--- src/rtl/arm_mul_pkg.sv ---
// Shared types and helpers for the iterative multiply/multiply-accumulate unit.
//   mul_op_t    : operation encoding as presented on mul_op
//   mul_state_t : sequencer states
//   calc_iters  : CALC iterations for a given multiplier slice width
//   cnt_width   : iteration counter width (never zero)
package arm_mul_pkg;

  typedef enum logic [1:0] {
    MUL  = 2'd0,
    MLA  = 2'd1,
    MULL = 2'd2,
    MLAL = 2'd3
  } mul_op_t;

  typedef enum logic [1:0] {
    IDLE = 2'd0,
    CALC = 2'd1,
    ACC  = 2'd2,
    DONE = 2'd3
  } mul_state_t;

  function automatic int calc_iters(input int bpc);
    return 32 / bpc;
  endfunction

  function automatic int cnt_width(input int iters);
    return (iters > 1) ? $clog2(iters) : 1;
  endfunction

endpackage

--- src/rtl/arm_mul_seq_if.sv ---
// Request/response bundle between register-read, the multiply unit and writeback.
//   request : in_valid/in_ready, mul_op, mul_signed, op1, op2, acc_lo, acc_hi,
//             rd_lo_in, rd_hi_in, flush
//   response: out_valid/out_ready, res_lo, res_hi, is_long, rd_lo_out,
//             rd_hi_out, flags_nz ({N,Z})
// master = pipeline side driving requests, slave = the multiply unit.
interface arm_mul_seq_if;
  logic        in_valid;
  logic        in_ready;
  logic [1:0]  mul_op;
  logic        mul_signed;
  logic [31:0] op1;
  logic [31:0] op2;
  logic [31:0] acc_lo;
  logic [31:0] acc_hi;
  logic [3:0]  rd_lo_in;
  logic [3:0]  rd_hi_in;
  logic        flush;
  logic        out_valid;
  logic        out_ready;
  logic [31:0] res_lo;
  logic [31:0] res_hi;
  logic        is_long;
  logic [3:0]  rd_lo_out;
  logic [3:0]  rd_hi_out;
  logic [1:0]  flags_nz;

  modport master (
    output in_valid, mul_op, mul_signed, op1, op2, acc_lo, acc_hi,
           rd_lo_in, rd_hi_in, flush, out_ready,
    input  in_ready, out_valid, res_lo, res_hi, is_long, rd_lo_out,
           rd_hi_out, flags_nz
  );

  modport slave (
    input  in_valid, mul_op, mul_signed, op1, op2, acc_lo, acc_hi,
           rd_lo_in, rd_hi_in, flush, out_ready,
    output in_ready, out_valid, res_lo, res_hi, is_long, rd_lo_out,
           rd_hi_out, flags_nz
  );
endinterface

--- src/rtl/arm_mul_step.sv ---
// One partial-product step: prod_next = prod + (mcand * chunk) << (count*BITS_PER_CYCLE).
//   mcand     : 32-bit multiplicand magnitude
//   chunk     : current low slice of the multiplier
//   prod      : running 64-bit product
//   count     : iteration index (selects the slice weight)
//   prod_next : updated product, modulo 2^64
module arm_mul_step #(
  parameter int BITS_PER_CYCLE = 8,
  parameter int CNT_W          = 2
) (
  input  logic [31:0]               mcand,
  input  logic [BITS_PER_CYCLE-1:0] chunk,
  input  logic [63:0]               prod,
  input  logic [CNT_W-1:0]          count,
  output logic [63:0]               prod_next
);
  logic [63:0] pp;
  logic [31:0] sh;

  assign pp        = {32'b0, mcand} * 64'(chunk);
  assign sh        = 32'(count) * 32'(BITS_PER_CYCLE);
  assign prod_next = prod + (pp << sh);
endmodule

--- src/rtl/arm_mul_seq.sv ---
// Iterative MUL/MLA/UMULL/SMULL/UMLAL/SMLAL unit for the execute stage.
// Operands are taken as magnitudes, multiplied BITS_PER_CYCLE multiplier bits
// per CALC cycle, then sign-corrected and accumulated in ACC; results are held
// in DONE until the consumer takes them.
//   clk, rst : clock, synchronous active-high reset
//   bus      : arm_mul_seq_if.slave (request, response and flush)
module arm_mul_seq
  import arm_mul_pkg::*;
#(
  parameter int BITS_PER_CYCLE = 8,
  parameter bit EARLY_TERM     = 1'b1
) (
  input  logic          clk,
  input  logic          rst,
  arm_mul_seq_if.slave  bus
);
  localparam int ITERS = calc_iters(BITS_PER_CYCLE);
  localparam int CNT_W = cnt_width(ITERS);

  mul_state_t state, state_next;

  mul_op_t           op_r;
  logic              long_r;
  logic              neg_r;
  logic [31:0]       mcand_r, mplier_r, acc_lo_r, acc_hi_r;
  logic [3:0]        rd_lo_r, rd_hi_r;
  logic [63:0]       prod_r, prod_next;
  logic [CNT_W-1:0]  cnt_r;

  logic [31:0]       res_lo_q, res_hi_q;
  logic [1:0]        nz_q;
  logic              long_q;
  logic [3:0]        rd_lo_q, rd_hi_q;

  logic              ready, accept, calc_last;
  logic [31:0]       mplier_shr;
  logic              in_long, in_sgn;
  logic [63:0]       signed_prod, acc_add, sum;

  assign ready  = (state == IDLE) || (state == DONE && bus.out_ready);
  // flush wins over a request presented in the same cycle
  assign accept = bus.in_valid && ready && !bus.flush;

  assign mplier_shr = mplier_r >> BITS_PER_CYCLE;
  // stop after the last slice, or early once no multiplier bits remain
  assign calc_last  = (cnt_r == CNT_W'(ITERS - 1)) ||
                      (EARLY_TERM && (mplier_shr == '0));

  assign in_long = bus.mul_op[1];
  assign in_sgn  = bus.mul_signed && in_long;

  arm_mul_step #(
    .BITS_PER_CYCLE (BITS_PER_CYCLE),
    .CNT_W          (CNT_W)
  ) u_step (
    .mcand     (mcand_r),
    .chunk     (mplier_r[BITS_PER_CYCLE-1:0]),
    .prod      (prod_r),
    .count     (cnt_r),
    .prod_next (prod_next)
  );

  always_ff @(posedge clk) begin
    if (rst) state <= IDLE;
    else     state <= state_next;
  end

  always_comb begin
    state_next = state;
    if (bus.flush) begin
      state_next = IDLE;
    end else begin
      case (state)
        IDLE: if (accept) state_next = CALC;
        CALC: if (calc_last) state_next = ACC;
        ACC:  state_next = DONE;
        DONE: begin
          if (accept)             state_next = CALC;
          else if (bus.out_ready) state_next = IDLE;
        end
        default: state_next = IDLE;
      endcase
    end
  end

  always_comb begin
    signed_prod = neg_r ? (64'd0 - prod_r) : prod_r;
    acc_add     = '0;
    if (op_r == MLAL)     acc_add = {acc_hi_r, acc_lo_r};
    else if (op_r == MLA) acc_add = {32'b0, acc_lo_r};
    sum = signed_prod + acc_add;
  end

  always_ff @(posedge clk) begin
    if (rst) begin
      op_r     <= MUL;
      long_r   <= 1'b0;
      neg_r    <= 1'b0;
      mcand_r  <= '0;
      mplier_r <= '0;
      acc_lo_r <= '0;
      acc_hi_r <= '0;
      rd_lo_r  <= '0;
      rd_hi_r  <= '0;
      prod_r   <= '0;
      cnt_r    <= '0;
      res_lo_q <= '0;
      res_hi_q <= '0;
      nz_q     <= '0;
      long_q   <= 1'b0;
      rd_lo_q  <= '0;
      rd_hi_q  <= '0;
    end else begin
      if (accept) begin
        op_r     <= mul_op_t'(bus.mul_op);
        long_r   <= in_long;
        neg_r    <= in_sgn && (bus.op1[31] ^ bus.op2[31]);
        // 0x80000000 negates to itself, which is the correct unsigned magnitude
        mcand_r  <= (in_sgn && bus.op1[31]) ? (32'd0 - bus.op1) : bus.op1;
        mplier_r <= (in_sgn && bus.op2[31]) ? (32'd0 - bus.op2) : bus.op2;
        acc_lo_r <= bus.acc_lo;
        acc_hi_r <= bus.acc_hi;
        rd_lo_r  <= bus.rd_lo_in;
        rd_hi_r  <= bus.rd_hi_in;
        prod_r   <= '0;
        cnt_r    <= '0;
      end else if (state == CALC) begin
        prod_r   <= prod_next;
        mplier_r <= mplier_shr;
        cnt_r    <= cnt_r + 1'b1;
      end

      // a flushed ACC leaves the previous result visible
      if (state == ACC && !bus.flush) begin
        res_lo_q <= sum[31:0];
        res_hi_q <= long_r ? sum[63:32] : 32'b0;
        nz_q     <= long_r ? {sum[63], sum == 64'd0} : {sum[31], sum[31:0] == 32'd0};
        long_q   <= long_r;
        rd_lo_q  <= rd_lo_r;
        rd_hi_q  <= rd_hi_r;
      end
    end
  end

  assign bus.in_ready  = ready;
  assign bus.out_valid = (state == DONE);
  assign bus.res_lo    = res_lo_q;
  assign bus.res_hi    = res_hi_q;
  assign bus.flags_nz  = nz_q;
  assign bus.is_long   = long_q;
  assign bus.rd_lo_out = rd_lo_q;
  assign bus.rd_hi_out = rd_hi_q;
endmodule

--- src/flat_wrapper.sv ---
// flat-port wrapper written by rule: the top's interface ports become plain ports
module arm_mul_seq_flat import arm_mul_pkg::*;
#(
  parameter int BITS_PER_CYCLE = 8,
  parameter bit EARLY_TERM     = 1'b1
)
  (clk, rst, bus_in_valid, bus_mul_op, bus_mul_signed, bus_op1, bus_op2, bus_acc_lo, bus_acc_hi, bus_rd_lo_in, bus_rd_hi_in, bus_flush, bus_out_ready, bus_in_ready, bus_out_valid, bus_res_lo, bus_res_hi, bus_is_long, bus_rd_lo_out, bus_rd_hi_out, bus_flags_nz);
  arm_mul_seq_if bus_i ();
  input  logic clk;
  input  logic rst;
  input wire logic [$bits(bus_i.in_valid)-1:0] bus_in_valid;
  input wire logic [$bits(bus_i.mul_op)-1:0] bus_mul_op;
  input wire logic [$bits(bus_i.mul_signed)-1:0] bus_mul_signed;
  input wire logic [$bits(bus_i.op1)-1:0] bus_op1;
  input wire logic [$bits(bus_i.op2)-1:0] bus_op2;
  input wire logic [$bits(bus_i.acc_lo)-1:0] bus_acc_lo;
  input wire logic [$bits(bus_i.acc_hi)-1:0] bus_acc_hi;
  input wire logic [$bits(bus_i.rd_lo_in)-1:0] bus_rd_lo_in;
  input wire logic [$bits(bus_i.rd_hi_in)-1:0] bus_rd_hi_in;
  input wire logic [$bits(bus_i.flush)-1:0] bus_flush;
  input wire logic [$bits(bus_i.out_ready)-1:0] bus_out_ready;
  output wire logic [$bits(bus_i.in_ready)-1:0] bus_in_ready;
  output wire logic [$bits(bus_i.out_valid)-1:0] bus_out_valid;
  output wire logic [$bits(bus_i.res_lo)-1:0] bus_res_lo;
  output wire logic [$bits(bus_i.res_hi)-1:0] bus_res_hi;
  output wire logic [$bits(bus_i.is_long)-1:0] bus_is_long;
  output wire logic [$bits(bus_i.rd_lo_out)-1:0] bus_rd_lo_out;
  output wire logic [$bits(bus_i.rd_hi_out)-1:0] bus_rd_hi_out;
  output wire logic [$bits(bus_i.flags_nz)-1:0] bus_flags_nz;
  assign bus_i.in_valid = bus_in_valid;
  assign bus_i.mul_op = bus_mul_op;
  assign bus_i.mul_signed = bus_mul_signed;
  assign bus_i.op1 = bus_op1;
  assign bus_i.op2 = bus_op2;
  assign bus_i.acc_lo = bus_acc_lo;
  assign bus_i.acc_hi = bus_acc_hi;
  assign bus_i.rd_lo_in = bus_rd_lo_in;
  assign bus_i.rd_hi_in = bus_rd_hi_in;
  assign bus_i.flush = bus_flush;
  assign bus_i.out_ready = bus_out_ready;
  assign bus_in_ready = bus_i.in_ready;
  assign bus_out_valid = bus_i.out_valid;
  assign bus_res_lo = bus_i.res_lo;
  assign bus_res_hi = bus_i.res_hi;
  assign bus_is_long = bus_i.is_long;
  assign bus_rd_lo_out = bus_i.rd_lo_out;
  assign bus_rd_hi_out = bus_i.rd_hi_out;
  assign bus_flags_nz = bus_i.flags_nz;
  arm_mul_seq #(.BITS_PER_CYCLE(BITS_PER_CYCLE), .EARLY_TERM(EARLY_TERM)) u_core (.clk(clk), .rst(rst), .bus(bus_i));
endmodule
--- config.mk ---
export PLATFORM = sky130hd
export DESIGN_NAME = arm_mul_seq_flat
export DESIGN_NICKNAME = d
export VERILOG_FILES = /design/src/rtl/arm_mul_pkg.sv /design/src/rtl/arm_mul_seq_if.sv /design/src/rtl/arm_mul_step.sv /design/src/rtl/arm_mul_seq.sv /design/src/flat_wrapper.sv
export SDC_FILE = /design/constraint.sdc
export NUM_CORES = 2
export LEC_CHECK = 0
export ABC_AREA = 1
export BUFFER_PORTS_ARGS = -buffer_cell sky130_fd_sc_hd__buf_2
export CAP_MARGIN = 20
export CORE_UTILIZATION = 60
export DETAILED_ROUTE_END_ITERATION = 12
export MAX_ROUTING_LAYER = met4
export PLACE_DENSITY_LB_ADDON = 0.12
export SLEW_MARGIN = 0
export SYNTH_ARGS = -nofsm -noshare
export SYNTH_HDL_FRONTEND = slang
export SYNTH_SLANG_ARGS = --single-unit
--- constraint.sdc ---
create_clock -name clk -period 8.1 [get_ports clk]
set_input_delay 1.215 -clock clk [delete_from_list [all_inputs] [get_ports clk]]
set_output_delay 1.215 -clock clk [all_outputs]
set_load 0.01 [all_outputs]
==> metrics.log <==
[metrics] sequential fraction of the synthesis area: 16.8%
[metrics] row count: 86
[metrics] Fin. Hold Viols: 0
[metrics] First DRT Iteration DRCs: approximately 3,600
[metrics] Final Routed Wirelength: 112,000 um
[metrics] Synthesized Nets: 6,120
[metrics] unrepaired setup endpoints after global routing: no
[metrics] hold bufs inserted after CTS: 0
[metrics] clock buffer depth: 3
[metrics] Max rail drop VDD: approximately 0.20 mV
[metrics] P&R area growth vs syn: 8.62%
[metrics] clock buffer count from CTS: 36
[metrics] end of the worst register-to-register path: u_core.prod_r[57]
[metrics] clock tree root driver cell: sky130_fd_sc_hd__clkbuf_16
[metrics] startpoint class of the critical path: register
[metrics] count of filler cells inserted in the layout: 5,368
[metrics] Post-Syn Instances: 5,599
[metrics] Static Leakage: 20.9 nW
[metrics] standard cell with the maximum stage delay on the critical path: sky130_fd_sc_hd__dfxtp_1
[metrics] YS warnings: 0
[metrics] Synth Area per Inst: 6.02 um2
[metrics] start point of the worst hold path: u_core.acc_hi_r[16]
[metrics] worst slew margin relative to its limit: between 20 and 30%
[metrics] number of enable flip-flop cells after synthesis: 0
[metrics] layout cell share with drive strength beyond 1: 6.85%
[metrics] slew at the pin with the worst max-slew slack: 1.07 ns
[metrics] count of final max-slew check failures: 0
[metrics] via count: 35,500
[metrics] library cells used by synthesis: 58
[metrics] critical path's largest stage delay: 0.62 ns
[metrics] start-to-end type of the worst setup path: register to register
[metrics] depth of the worst hold-timing path: 2
[metrics] most frequently used flop master after synthesis: sky130_fd_sc_hd__dfxtp_1
[metrics] antenna violation net count after detailed routing: 0
[metrics] endpoint with the worst hold slack: u_core.acc_hi_r[16]
[metrics] DRC: 0
[metrics] beginning of the worst register-to-register path: u_core.mplier_r[7]
[metrics] register clock-pin slew on the reported worst setup and hold paths: 0.07 ns
[metrics] overall fraction of global-route tracks in use: 40.6%
[metrics] number of clock sinks seen by CTS: roughly 280
[metrics] minimum setup slack among reg-to-reg paths: 0.50 ns
[metrics] IO Pins: 221
[metrics] wire length per cell: approximately 17 um
[metrics] final count of negative-setup-slack endpoints: 0
[metrics] portion of synthesized cell area occupied by the leading cell type: 17.2%
[metrics] x dimension of the die: 239 um
[metrics] status: complete, no violations
[metrics] Total Die Area: roughly 57,000 um2
[metrics] time the final worst path needs with I/O delays and setup: roughly 7.6 ns
[metrics] share of synthesized registers carrying an async set or reset: 0%
[metrics] Final Net Count: 6,234
[metrics] core footprint: between 50,000 and 60,000 um2
[metrics] cell type with the largest total area after synthesis: sky130_fd_sc_hd__nand2_1
[metrics] via density per instance: about 5.5
[metrics] total congestion overflow: 0
[metrics] Worst Path Max Fanout: 12
[metrics] maximum number of pins on one net before global-route repair: 99
[metrics] core occupancy in the finished layout: 66.2%
[metrics] Synth Register Bits: 282
[metrics] TritonCTS clock tree: done
[metrics] dominant cell type by count on the critical path: sky130_fd_sc_hd__inv_1
[metrics] setup TNS after final layout: 0 ns
[metrics] Min Hold Slack: roughly 0.45 ns
[metrics] required time worst endpoint: approximately 8.6 ns
[metrics] fraction of the cycle the final worst path needs: 93.8%
[metrics] number of maximum-capacitance constraint violations: 0
[metrics] class of the tightest hold or removal check: register to register
[metrics] logic depth of the worst register-to-register path: 32
[metrics] element type at the critical path end: register
[metrics] CTS H-tree depth: 2
[metrics] number of detailed-route iterations in the first pass: 8
[metrics] cell area after synthesis: 33,700 um2
[metrics] Worst-Skew Late Latency: 0.57 ns
[metrics] Clock Skews: ~0.016 ns
[metrics] vias in the first global route: 32,700
[metrics] dominant cells by area after synthesis: sky130_fd_sc_hd__nand2_1 17%, sky130_fd_sc_hd__dfxtp_1 17%, sky130_fd_sc_hd__inv_1 13%
[metrics] top achievable clock speed: around 130 MHz
[metrics] Die Y-Extent: around 240 um
[metrics] I/O Buffers: 220
[metrics] power per standard cell area: approximately 120 nW/um2
[metrics] global placer's final weighted congestion: 1.04
[metrics] commonest non-fill, non-tap cells in the layout: 1,542 x sky130_fd_sc_hd__nand2_1, 1,136 x sky130_fd_sc_hd__inv_1, 575 x sky130_fd_sc_hd__nor2_1, 403 x sky130_fd_sc_hd__a21oi_1, 290 x sky130_fd_sc_hd__o21ai_0
[metrics] Worst EP arrival: 8.05 ns
[metrics] number of antenna violations at the first check in global routing: 2
[metrics] most common cell after layout, fill and taps aside: sky130_fd_sc_hd__nand2_1
[metrics] post-detailed-placement half-perimeter wirelength: 91,300 um
[metrics] global-route wire length before repair: 177,000 um
[metrics] Starting Density: about 60%
[worst max-delay path by stage]
| stage | endpoint | from | slack, ns |
|---|---|---|---|
| 6_report | u_core.prod_r[57] | u_core.mplier_r[7] | 0.50 |
| 5_1_grt | u_core.prod_r[57] | u_core.mplier_r[7] | 0.06 |
| 4_1_cts | u_core.prod_r[57] | u_core.mplier_r[4] | 0.36 |
| 3_5_place_dp | u_core.prod_r[59] | u_core.mplier_r[4] | 0.43 |
| 3_3_place_gp | u_core.prod_r[57] | u_core.mplier_r[4] | 0.49 |
| 2_1_floorplan | u_core.prod_r[57] | u_core.mplier_r[6] | 1.67 |
[critical path: cells and delay by family, from the launching register on]
| family | cells | cell delay, ns |
|---|---|---|
| AND/OR/NAND/NOR | 9 | 1.50 |
| AO/OA/AOI/OAI | 7 | 1.40 |
| buffers and inverters | 8 | 0.75 |
| XOR/XNOR | 2 | 0.45 |
| flip-flops | 1 | 0.62 |
| adder cells (fa/ha/maj) | 6 | 2.71 |
[state kept, by name (all words and copies together), names as in the netlist]
| name | cells |
|---|---|
| u_core.prod_r | 64 |
| u_core.acc_hi_r | 32 |
| u_core.acc_lo_r | 32 |
| u_core.bus.res_hi | 32 |
| u_core.bus.res_lo | 32 |
| u_core.mcand_r | 32 |
| u_core.mplier_r | 32 |
| u_core.bus.rd_hi_out | 4 |
| u_core.bus.rd_lo_out | 4 |
| u_core.rd_hi_r | 4 |
| u_core.rd_lo_r | 4 |
| u_core.bus.flags_nz | 2 |
| u_core.cnt_r | 2 |
| u_core.state | 2 |
| u_core.bus.is_long | 1 |
| u_core.long_r | 1 |
| u_core.neg_r | 1 |
| u_core.op_r | 1 |
[per-stage QoR]
stage | worst slack, ns | instance area [um2] | std cells | total power [W]
after floorplan | 1.67 | 33700 | 5599 | 0.00239
after global placement | 0.487 | 35400 | 6423 | 0.00278
after detailed placement | 0.435 | 35400 | 6423 | 0.00280
after CTS | 0.365 | 36600 | 6488 | 0.00441
after global routing | 0.0649 | 36600 | 6490 | 0.00463
final | 0.498 | 36600 | 6490 | 0.00443
[power by group]
group | internal, W | switching, W
Combinational | 0.000399 | 0.000829
Sequential | 0.00147 | 0.000116
Clock | 0.000912 | 0.000709
Total | 0.00278 | 0.00165
[cells by family after synthesis]
kind of cell	Yosys count	share of synthesized area [%]
and+or+nand+nor	2512	30.4
muxes	8	0.238
adders and majority gates	377	18.1
xor gates and xnor gates	200	5.20
buffers and inverters	1338	14.9
AOI/OAI and AO/OA	882	14.5
DFF	282	16.8
[metal layers]
layer  vias to the layer above  GRT usage, %  share of wire (%)
met5                         -             -                  0
met2                      1579          59.6                 42
met1                     16300          57.1                 45
met3                       177          6.19                9.8
li1                      17500             -                  -
met4                         0          12.4                3.2
[final cells by class]
cell class                      count  area, um2  area share (%)
Multi-Input combinational cell   3979      23000            63.0
Sequential cell                   282       5650            15.4
Inverter                         1144       4300            11.7
Timing Repair Buffer              270       1510            4.12
Clock buffer                       47        952            2.60
Tap cell                          748        936            2.56
Clock inverter                     18        200           0.547
Antenna cell                        2       5.00          0.0137
[what timing repair did]
item,CTS,global route
setup buffers,0,0
setup endpoints to repair,0,22
gates resized for setup,0,5
[cell usage after synthesis (8+ instances only)]
| master | number |
|---|---|
| sky130_fd_sc_hd__mux2i_1 | 8 |
| sky130_fd_sc_hd__a21o_1 | 15 |
| sky130_fd_sc_hd__ha_1 | 195 |
| sky130_fd_sc_hd__inv_1 | 1138 |
| sky130_fd_sc_hd__nor2_1 | 576 |
| sky130_fd_sc_hd__nor3_1 | 60 |
| sky130_fd_sc_hd__o21bai_1 | 15 |
| sky130_fd_sc_hd__a21oi_1 | 404 |
| sky130_fd_sc_hd__or2_2 | 9 |
| sky130_fd_sc_hd__nand4_1 | 37 |
| sky130_fd_sc_hd__fa_1 | 182 |
| sky130_fd_sc_hd__nor4_1 | 24 |
| sky130_fd_sc_hd__dfxtp_1 | 282 |
| sky130_fd_sc_hd__nand3b_1 | 22 |
| sky130_fd_sc_hd__o211ai_1 | 42 |
| sky130_fd_sc_hd__buf_1 | 19 |
| sky130_fd_sc_hd__o21ai_1 | 19 |
| sky130_fd_sc_hd__o221ai_1 | 12 |
| sky130_fd_sc_hd__nand3_1 | 198 |
| sky130_fd_sc_hd__a31oi_1 | 30 |
| sky130_fd_sc_hd__o21a_1 | 11 |
| sky130_fd_sc_hd__o21ai_0 | 290 |
| sky130_fd_sc_hd__nor3_2 | 14 |
| sky130_fd_sc_hd__nand2_1 | 1544 |
| sky130_fd_sc_hd__xor2_1 | 136 |
| sky130_fd_sc_hd__clkbuf_1 | 175 |
| sky130_fd_sc_hd__xnor2_1 | 64 |
(Power assumes the default switching activity.)
